$ cat src/rtl/br_status_queue.sv
// Branch status queue: in-order tracker of in-flight control transfers with resolve, squash, redirect and commit.
// Optional macro BR_STATUS_QUEUE_STATS_EN adds saturating stat_commit / stat_miss counters.
package br_status_queue_pkg;
    typedef enum logic [2:0] {
        BR_BRANCH  = 3'd0,
        BR_JUMP    = 3'd1,
        BR_CALL    = 3'd2,
        BR_RET     = 3'd3,
        BR_CALLRET = 3'd4
    } BrInstType_t;
endpackage

module br_status_queue
    import br_status_queue_pkg::*;
#(
    parameter int ADDR      = 32,
    parameter int ROB_DEPTH = 64,
    parameter int DEPTH     = 8,
    parameter int ALLOC     = 2,
    parameter int ROB       = $clog2(ROB_DEPTH),
    parameter int IDX       = $clog2(DEPTH),
    parameter int TW        = $bits(BrInstType_t)
) (
    input  logic                  clk,
    input  logic                  reset_,
    input  logic [ALLOC-1:0]      alloc_e_,
    input  logic [ALLOC*ROB-1:0]  alloc_rob_id,
    input  logic [ALLOC*TW-1:0]   alloc_type,
    input  logic [ALLOC-1:0]      alloc_pred,
    input  logic [ALLOC*ADDR-1:0] alloc_pc,
    input  logic [ALLOC*ADDR-1:0] alloc_target,
    output logic                  busy,
    input  logic [ROB-1:0]        exe_rob_id,
    output logic                  exe_hit,
    output logic                  exe_pred,
    output logic [ADDR-1:0]       exe_target,
    input  logic                  wb_e_,
    input  logic [ROB-1:0]        wb_rob_id,
    input  logic                  wb_taken,
    input  logic [ADDR-1:0]       wb_target,
    output logic                  redirect_e_,
    output logic [ADDR-1:0]       redirect_pc,
    input  logic                  commit_e_,
    output logic                  com_valid,
    output logic [TW-1:0]         com_type,
    output logic                  com_taken,
    output logic                  com_miss,
    output logic [ADDR-1:0]       com_target,
    output logic                  com_err
`ifdef BR_STATUS_QUEUE_STATS_EN
    ,
    output logic [31:0]           stat_commit,
    output logic [31:0]           stat_miss
`endif
);

    localparam int PW = IDX + 1;
    localparam logic [PW-1:0] BUSY_TH = PW'(DEPTH - ALLOC);

    // Strobes are single-cycle, active-low and unconditional: alloc_e_ may only be
    // asserted while busy=0, wb_e_ is always accepted, commit_e_ pops only when com_valid=1.

    logic [ROB-1:0]  e_rob   [DEPTH];
    logic [TW-1:0]   e_type  [DEPTH];
    logic            e_pred  [DEPTH];
    logic [ADDR-1:0] e_pc    [DEPTH];
    logic [ADDR-1:0] e_ptgt  [DEPTH];
    logic            e_res   [DEPTH];
    logic            e_taken [DEPTH];
    logic            e_miss  [DEPTH];
    logic [ADDR-1:0] e_atgt  [DEPTH];

    logic [PW-1:0]  head, tail, count;
    logic [IDX-1:0] head_idx;
    logic           empty;
    logic [IDX-1:0] age_idx   [DEPTH];
    logic [IDX-1:0] alloc_off [ALLOC];
    logic [PW-1:0]  alloc_n;
    logic           exe_hit_c, wb_hit, wb_miss, do_pop;
    logic [IDX-1:0] exe_idx, wb_idx;
    logic [PW-1:0]  wb_age;

    assign count    = tail - head;
    assign empty    = (head == tail);
    assign busy     = (count > BUSY_TH);
    assign head_idx = head[IDX-1:0];

    always_comb begin
        for (int k = 0; k < DEPTH; k++) begin
            age_idx[k] = head_idx + IDX'(k);
        end
    end

    // Scan youngest to oldest so the oldest matching entry wins.
    always_comb begin
        exe_hit_c = 1'b0;
        exe_idx   = '0;
        wb_hit    = 1'b0;
        wb_idx    = '0;
        wb_age    = '0;
        for (int k = DEPTH - 1; k >= 0; k--) begin
            if (PW'(k) < count && e_rob[age_idx[k]] == exe_rob_id) begin
                exe_hit_c = 1'b1;
                exe_idx   = age_idx[k];
            end
            if (PW'(k) < count && e_rob[age_idx[k]] == wb_rob_id) begin
                wb_hit = 1'b1;
                wb_idx = age_idx[k];
                wb_age = PW'(k);
            end
        end
    end

    assign exe_hit    = exe_hit_c;
    assign exe_pred   = exe_hit_c ? e_pred[exe_idx] : 1'b0;
    assign exe_target = exe_hit_c ? e_ptgt[exe_idx] : '0;

    always_comb begin
        wb_miss = 1'b0;
        if (!wb_e_ && wb_hit) begin
            if (e_type[wb_idx] == TW'(BR_BRANCH)) begin
                wb_miss = (wb_taken != e_pred[wb_idx]) ||
                          (wb_taken && (wb_target != e_ptgt[wb_idx]));
            end else begin
                wb_miss = (wb_target != e_ptgt[wb_idx]);
            end
        end
    end

    always_comb begin
        alloc_n = '0;
        for (int s = 0; s < ALLOC; s++) begin
            alloc_off[s] = tail[IDX-1:0] + alloc_n[IDX-1:0];
            if (!alloc_e_[s]) alloc_n = alloc_n + PW'(1);
        end
    end

    assign com_valid  = !empty && e_res[head_idx];
    assign com_type   = empty ? '0 : e_type[head_idx];
    assign com_taken  = com_valid ? e_taken[head_idx] : 1'b0;
    assign com_miss   = com_valid ? e_miss[head_idx] : 1'b0;
    assign com_target = com_valid ? e_atgt[head_idx] : '0;
    assign do_pop     = !commit_e_ && com_valid;

    always_ff @(posedge clk or negedge reset_) begin
        if (!reset_) begin
            head        <= '0;
            tail        <= '0;
            redirect_e_ <= 1'b1;
            redirect_pc <= '0;
            com_err     <= 1'b0;
            for (int i = 0; i < DEPTH; i++) begin
                e_rob[i]   <= '0;
                e_type[i]  <= '0;
                e_pred[i]  <= 1'b0;
                e_pc[i]    <= '0;
                e_ptgt[i]  <= '0;
                e_res[i]   <= 1'b0;
                e_taken[i] <= 1'b0;
                e_miss[i]  <= 1'b0;
                e_atgt[i]  <= '0;
            end
        end else begin
            if (do_pop) head <= head + PW'(1);
            if (!commit_e_ && !com_valid) com_err <= 1'b1;
            redirect_e_ <= !wb_miss;
            // A squash truncates the queue just past the mispredicted entry and
            // discards whatever decode offers in the same cycle.
            if (wb_miss) begin
                tail        <= head + wb_age + PW'(1);
                redirect_pc <= wb_taken ? wb_target : e_pc[wb_idx] + ADDR'(4);
            end else begin
                tail <= tail + alloc_n;
                for (int s = 0; s < ALLOC; s++) begin
                    if (!alloc_e_[s]) begin
                        e_rob[alloc_off[s]]   <= alloc_rob_id[s*ROB +: ROB];
                        e_type[alloc_off[s]]  <= alloc_type[s*TW +: TW];
                        e_pred[alloc_off[s]]  <= alloc_pred[s];
                        e_pc[alloc_off[s]]    <= alloc_pc[s*ADDR +: ADDR];
                        e_ptgt[alloc_off[s]]  <= alloc_target[s*ADDR +: ADDR];
                        e_res[alloc_off[s]]   <= 1'b0;
                        e_taken[alloc_off[s]] <= 1'b0;
                        e_miss[alloc_off[s]]  <= 1'b0;
                        e_atgt[alloc_off[s]]  <= '0;
                    end
                end
            end
            if (!wb_e_ && wb_hit) begin
                e_res[wb_idx]   <= 1'b1;
                e_taken[wb_idx] <= wb_taken;
                e_atgt[wb_idx]  <= wb_target;
                e_miss[wb_idx]  <= wb_miss;
            end
        end
    end

`ifdef BR_STATUS_QUEUE_STATS_EN
    always_ff @(posedge clk or negedge reset_) begin
        if (!reset_) begin
            stat_commit <= '0;
            stat_miss   <= '0;
        end else if (do_pop) begin
            if (stat_commit != 32'hffff_ffff) stat_commit <= stat_commit + 32'd1;
            if (com_miss && stat_miss != 32'hffff_ffff) stat_miss <= stat_miss + 32'd1;
        end
    end
`endif

endmodule

$ cat config.mk
export PLATFORM = sky130hd
export DESIGN_NAME = br_status_queue
export DESIGN_NICKNAME = d
export VERILOG_FILES = /design/src/rtl/br_status_queue.sv
export SDC_FILE = /design/constraint.sdc
export NUM_CORES = 2
export LEC_CHECK = 0
export ABC_CLOCK_PERIOD_IN_PS = 7100
export CAP_MARGIN = 5
export CORE_ASPECT_RATIO = 0.75
export CORE_MARGIN = 2
export CORE_UTILIZATION = 55
export DETAILED_ROUTE_END_ITERATION = 8
export HOLD_SLACK_MARGIN = 0.02
export PLACE_DENSITY_LB_ADDON = 0.08
export SLEW_MARGIN = 20
export SYNTH_ARGS = -nofsm -noshare
export SYNTH_HDL_FRONTEND = slang
export SYNTH_SLANG_ARGS = --single-unit
$ cat constraint.sdc
create_clock -name clk -period 7.1 [get_ports clk]
set_input_delay 1.42 -clock clk [delete_from_list [all_inputs] [get_ports clk]]
set_output_delay 1.42 -clock clk [all_outputs]
set_load 0.005 [all_outputs]
### Word level (Yosys, flattened, before mapping)

Index checks and enable logic that the tools add are counted.

* bits in registers: 914
* word-level logic and storage cells: 368
* input port bits: 199

* bitwise gates (word level): 25
* equality and inequality tests: 19
* add/subtract/negate cells: 15
* multiplexer cells: 177
* reduce and logical (&&, ||, !) cells: 31
* magnitude comparators: 24

Operators by type and width (number)
* $mux 256: 11
* $bwmux 256: 5
* $and 256x256->256: 2
* $not 256->256: 2
* $mux 32: 14
* $bmux 32 s3: 4
* $demux 32 s3: 3
* $bmux 6 s3: 8
* $mux 48: 3
* $mux 8: 18
* $mux 6: 18
* $bwmux 48: 2
* $eq 6x6->1: 16
* $mux 24: 3
* $mux 3: 24
* $and 8x8->8: 6
* $bwmux 24: 2
* $ge 4x4->1 const B: 12
* $not 3->4: 12
* $demux 6 s3: 2
* $mux 4: 9
* $mux 1: 35
* $add 32x3->32 const B: 1
* $bwmux 8: 4
* 25 further kinds: 75

### Depth between registers and ports, before layout

* word-level depth: 30
* mapped depth: 35
* mapped depth without buffers: 21

### Least setup slack after synthesis

Ideal clock, no wire load.

* kind: reg2reg
* start: register head[1]
* end: register redirect_pc[28]
* stages on the path, launching flop included: 32
* path slack: -0.492 ns
* arrival time: 7.467 ns
* buffers on the path: 12
* path through: dfrtp_1 -> buf_2 -> buf_6 -> buf_4 -> buf_2 -> inv_1 -> ha_1 -> xnor2_2 -> buf_4 -> mux4_2 -> xor2_1 -> o31ai_1 -> a221oi_1 -> a32o_1 -> or3_4 -> buf_4 -> buf_4 -> buf_6 -> buf_4 -> buf_2 -> buf_4 -> nand3_1 -> nor2_1 -> a211oi_1 -> ha_1 -> inv_1 -> nor4_1 -> and4b_1 -> clkbuf_1 -> and4_1 -> o31ai_1 -> mux2_2

* word-level cells in the longest chain between the ends: 24

RTL lines
* from (decl): RTL line 73 `logic [PW-1:0] head, tail, count;`
* from (signal assigned): RTL line 164 `if (do_pop) head <= head + PW'(1);`
* branches (longest 24 deep; another with $add 3x3->3)
* to (signal assigned): RTL line 171 `redirect_pc <= wb_taken ? wb_target : e_pc[wb_idx] + ADDR'(4);`
* to (decl): RTL line 42 `output logic [ADDR-1:0] redirect_pc,`

Parallel ways; which one is timed is not known. The select of a mux whose other input is x is not followed.
A chain may end at the register's enable or synchronous reset.

### Worst setup path in the final report

* start: register head[1]
* end: output port exe_target[31]

* word-level cells in the longest chain between the ends: 20

RTL lines
* $add 3x3->3: RTL line 90 `age_idx[k] = head_idx + IDX'(k);`
* $not 3->4 (implied by the code): RTL line 102 `if (PW'(k) < count && e_rob[age_idx[k]] == exe_rob_id) begin`
* $bmux 6 s3: RTL line 102
* $mux 6 (implied by the code) (2 in a row): RTL line 102
* $eq 6x6->1: RTL line 102
* $logic_and 1x1->1: RTL line 102
* $mux 3 (8 in a row): RTL line 102
* $not 3->4 (implied by the code): RTL line 116 `assign exe_target = exe_hit_c ? e_ptgt[exe_idx] : '0;`
* $bmux 32 s3: RTL line 116
* $mux 32 (implied by the code) (2 in a row): RTL line 116
* $mux 32 *: RTL line 116
* to (decl): RTL line 36 `output logic [ADDR-1:0] exe_target,`

Mark *: on every way between the ends. The rest lies on a longest branch, timed or not. The select of a mux whose other input is x is not followed.

==> results by group <==
Synthesis
  – Synth Net Count: 5,575
  – Top-area cell type share of the netlist area: 0.4117
  – Netlist Area Pre-Place: 55,500 µm²
  – Top FF cell, synth: dfrtp_1
  – Ys async rst share: 1.000
  – Synth Instances: 5,358
  – Part of the Yosys area used for sequential elements: 0.4121
  – Yosys reg bits: 914
  – Most common cell in the netlist: dfrtp_1
  – Netlist cell types: 93
  – Syn_area_per_cell: 10.36 µm²
  – Synthesis Warnings: 0
  – Area contributors post-synth: dfrtp_1 (41%), a22oi_1 (8.3%), mux4_2 (8.0%), o2bb2ai_1 (7.0%), mux2i_1 (4.2%)
  – Synth cell count leaders: dfrtp_1 (913), a22oi_1 (612), o2bb2ai_1 (446)
  – Area leader, netlist: dfrtp_1
  – EDFF count, synth: 0

Global route
  – Gr ovfl total: 0
  – GRT Total Usage: 0.4825
  – Vias in the first global route: 51.57k
  – First-pass GRT wire length: 367.8 mm
  – Largest net degree at the start of global routing: 181
  – Antenna violations before repair: 18

Critical path
  – Crit-path cells: ha_4 > buf_12 > mux4_2 > mux2i_4 > xnor2_1 > nor4_1 > nand4_1 > nand2b_4 > o221ai_1 > o21ai_1 > o22a_1 > o211ai_1 > o311a_4 > buf_12 > mux4_2 > mux2i_1 > buf_4 > nor2_1 > clkdlybuf4s50_1
  – CP required: 5.68 ns
  – CP bufs+invs: 4
  – Crit-path slowest cell: dfrtp_4
  – Setup crit end kind: primary output
  – Top delay family on crit path: multiplexers
  – Worst Path Arrival: 5.78 ns
  – Type of the worst setup path: register to primary output
  – Largest stage delay on the critical path: 0.54 ns
  – Crit-path max FO: 8
  – CP Launch Type: register

Timing
  – RSZ-0062 raised after global routing: true
  – Slew @ Worst Pin: 1.365 ns
  – Worst setup margin: -0.09573 ns
  – Final period utilization: 1.013
  – Max Slew Vio Count: 0
  – Fmax: 139.0 MHz
  – Setup violations, final: 2
  – Final Skew: 0.03987 ns
  – Worst slew margin: 0.08739
  – Tmin final: 7.196 ns
  – Final-report hold violation count: 0

Final layout
  – Multi-input logic area: 29,620 µm²
  – Fin nets: 5,866
  – FILL cells: 7,745
  – Layout cells sized above 1: 0.2152
  – Non-Filler Instances: 7,059
  – Reg area: 22,880 µm²
  – Syn-to-layout area delta: 21.76%

Outcome
  – Status: complete, but fails checks
  – Failing checks: setup timing

Detailed routing
  – Post-DR vias/cell: 7.602
  – Antenna viol nets, final: 0
  – Avg WL per Cell: 35.94 µm
  – Overall via count from detail_route: 53.66k
  – DRT iter0 DRCs: 8,661
  – Pre-antenna DRT Iters: 8
  – Final WL: 253.7 mm
  – DRC viols: 0

Clock network
  – Skew-Pair Late Insertion Delay: 0.74 ns
  – Clock sinks: 914
  – CTS tree: yes
  – CTS clk-pin slew, worst paths: 0.07 ns
  – Max clock buf depth: 3
  – H-tree Lvls: 3
  – Num CTS Buffers: 94
  – Root buffer cell: clkbuf_16

Place
  – Post-DP HPWL: 163.1 mm
  – Number of buffers inserted by port buffering: 305
  – Placer Congestion: 1.063
  – Placed insts: 6,831

Die
  – Width of the die: 370.8 µm
  – Core region area: 99,600 µm²
  – FP Rows: 100
  – Ports: 306
  – Initial Util: 0.5572
  – Die H: 279.1 µm
  – DIE AREA: 103,500 µm²

Min path
  – Hold WC Path Type: register to register

Flow run
  – Max Cap Viol: 0
==> placed cells by master, fill, tap and decap left out, types with 112 or more instances in the layout <==
master           count
dfrtp_1            910
a22oi_1            612
buf_4              476
o2bb2ai_1          445
nand2_1            327
clkdlybuf4s50_1    272
mux2i_1            201
mux4_2             198
inv_1              187
o22ai_1            181
nor2_1             113
buf_12             112
==> state kept, by name, summed over array words and instances, names as in the netlist <==
register and count:
e_taken 8, e_atgt 256, redirect_e_ 1, e_pc 256, e_rob 48, e_pred 8
head 4, e_type 24, e_res 8, e_miss 8, e_ptgt 256, redirect_pc 32
tail 4, com_err 1
==> final timing paths <==
| path | start | endpoint | slack, ns | depth (start not counted) |
|---|---|---|---|---|
| max | head[1] | exe_target[31] | -0.1 | 19 |
| min | e_res[1] | e_res[1] | 0.48 | 1 |
| max reg2reg | head[1] | e_rob[45] | 0.01 | 26 |
| min reg2reg | e_res[1] | e_res[1] | 0.48 | 1 |
| max in group asynchronous | reset_ | head[1] | 4.69 | 2 |
| min in group asynchronous | reset_ | e_ptgt[39] | 0.71 | 1 |
==> layout make-up <==
| class | instances | area share |
|---|---|---|
| Multi-Input combinational cell | 3530 | 0.4383 |
| Clock buffer | 134 | 0.04060 |
| Inverter | 192 | 0.01068 |
| Antenna cell | 9 | 0.0003333 |
| Clock inverter | 37 | 0.008647 |
| Sequential cell | 914 | 0.3386 |
| Tap cell | 1326 | 0.02455 |
| Timing Repair Buffer | 917 | 0.1383 |
==> logic make-up (layout without fill, tap and decap cells) <==
| kind of cell | count (synthesis) | in the layout | share of synthesized area |
|---|---|---|---|
| AND/OR/NAND/NOR | 884 | 884 | 0.07821 |
| XOR/XNOR | 136 | 136 | 0.02160 |
| multiplexers | 503 | 503 | 0.1370 |
| other | 0 | 9 | 0 |
| AO/OA/AOI/OAI | 1989 | 1989 | 0.2785 |
| buffers and inverters | 914 | 1280 | 0.06815 |
| adder cells (fa/ha/maj) | 18 | 18 | 0.004464 |
| flip-flops | 914 | 914 | 0.4121 |
==> timing repair <==
action / CTS / global route
hold buffers: 0 / 0
gates cloned: 4 / 4
gates resized for setup: 73 / 101
pin swaps: 8 / 9
setup endpoints to repair: 942 / 938
setup buffers: 19 / 22
==> stage by stage <==
| stage | hold slack (ns) | TNS, ns | setup WS, ns | util | instance area (µm²) |
|---|---|---|---|---|---|
| 5_1_grt | 0.4866 | -1.158 | -0.1871 | 0.6784 | 67560 |
| 3_3_place_gp | 0.4546 | -342.39 | -0.5126 | 0.6327 | 63020 |
| 4_1_cts | 0.4777 | -0.02917 | -0.02228 | 0.6725 | 66980 |
| 2_1_floorplan | 0.4444 | 0 | 0.04556 | - | 55530 |
| 6_report | 0.4778 | -0.1158 | -0.09573 | 0.6785 | 67580 |
| 3_5_place_dp | 0.4635 | -237.85 | -0.4005 | 0.6328 | 63020 |
==> layer usage <==
layer	vias up	share of wire	track usage
li1	21410	-	-
met1	26660	0.37	0.6665
met2	4625	0.40	0.6568
met3	955	0.16	0.1801
met4	16	0.066	0.2539
met5	-	0.00041	0
Power is left out: the tool's default activity adds up to more than one toggle a clock period on the data nets, which glitch-free logic cannot reach.
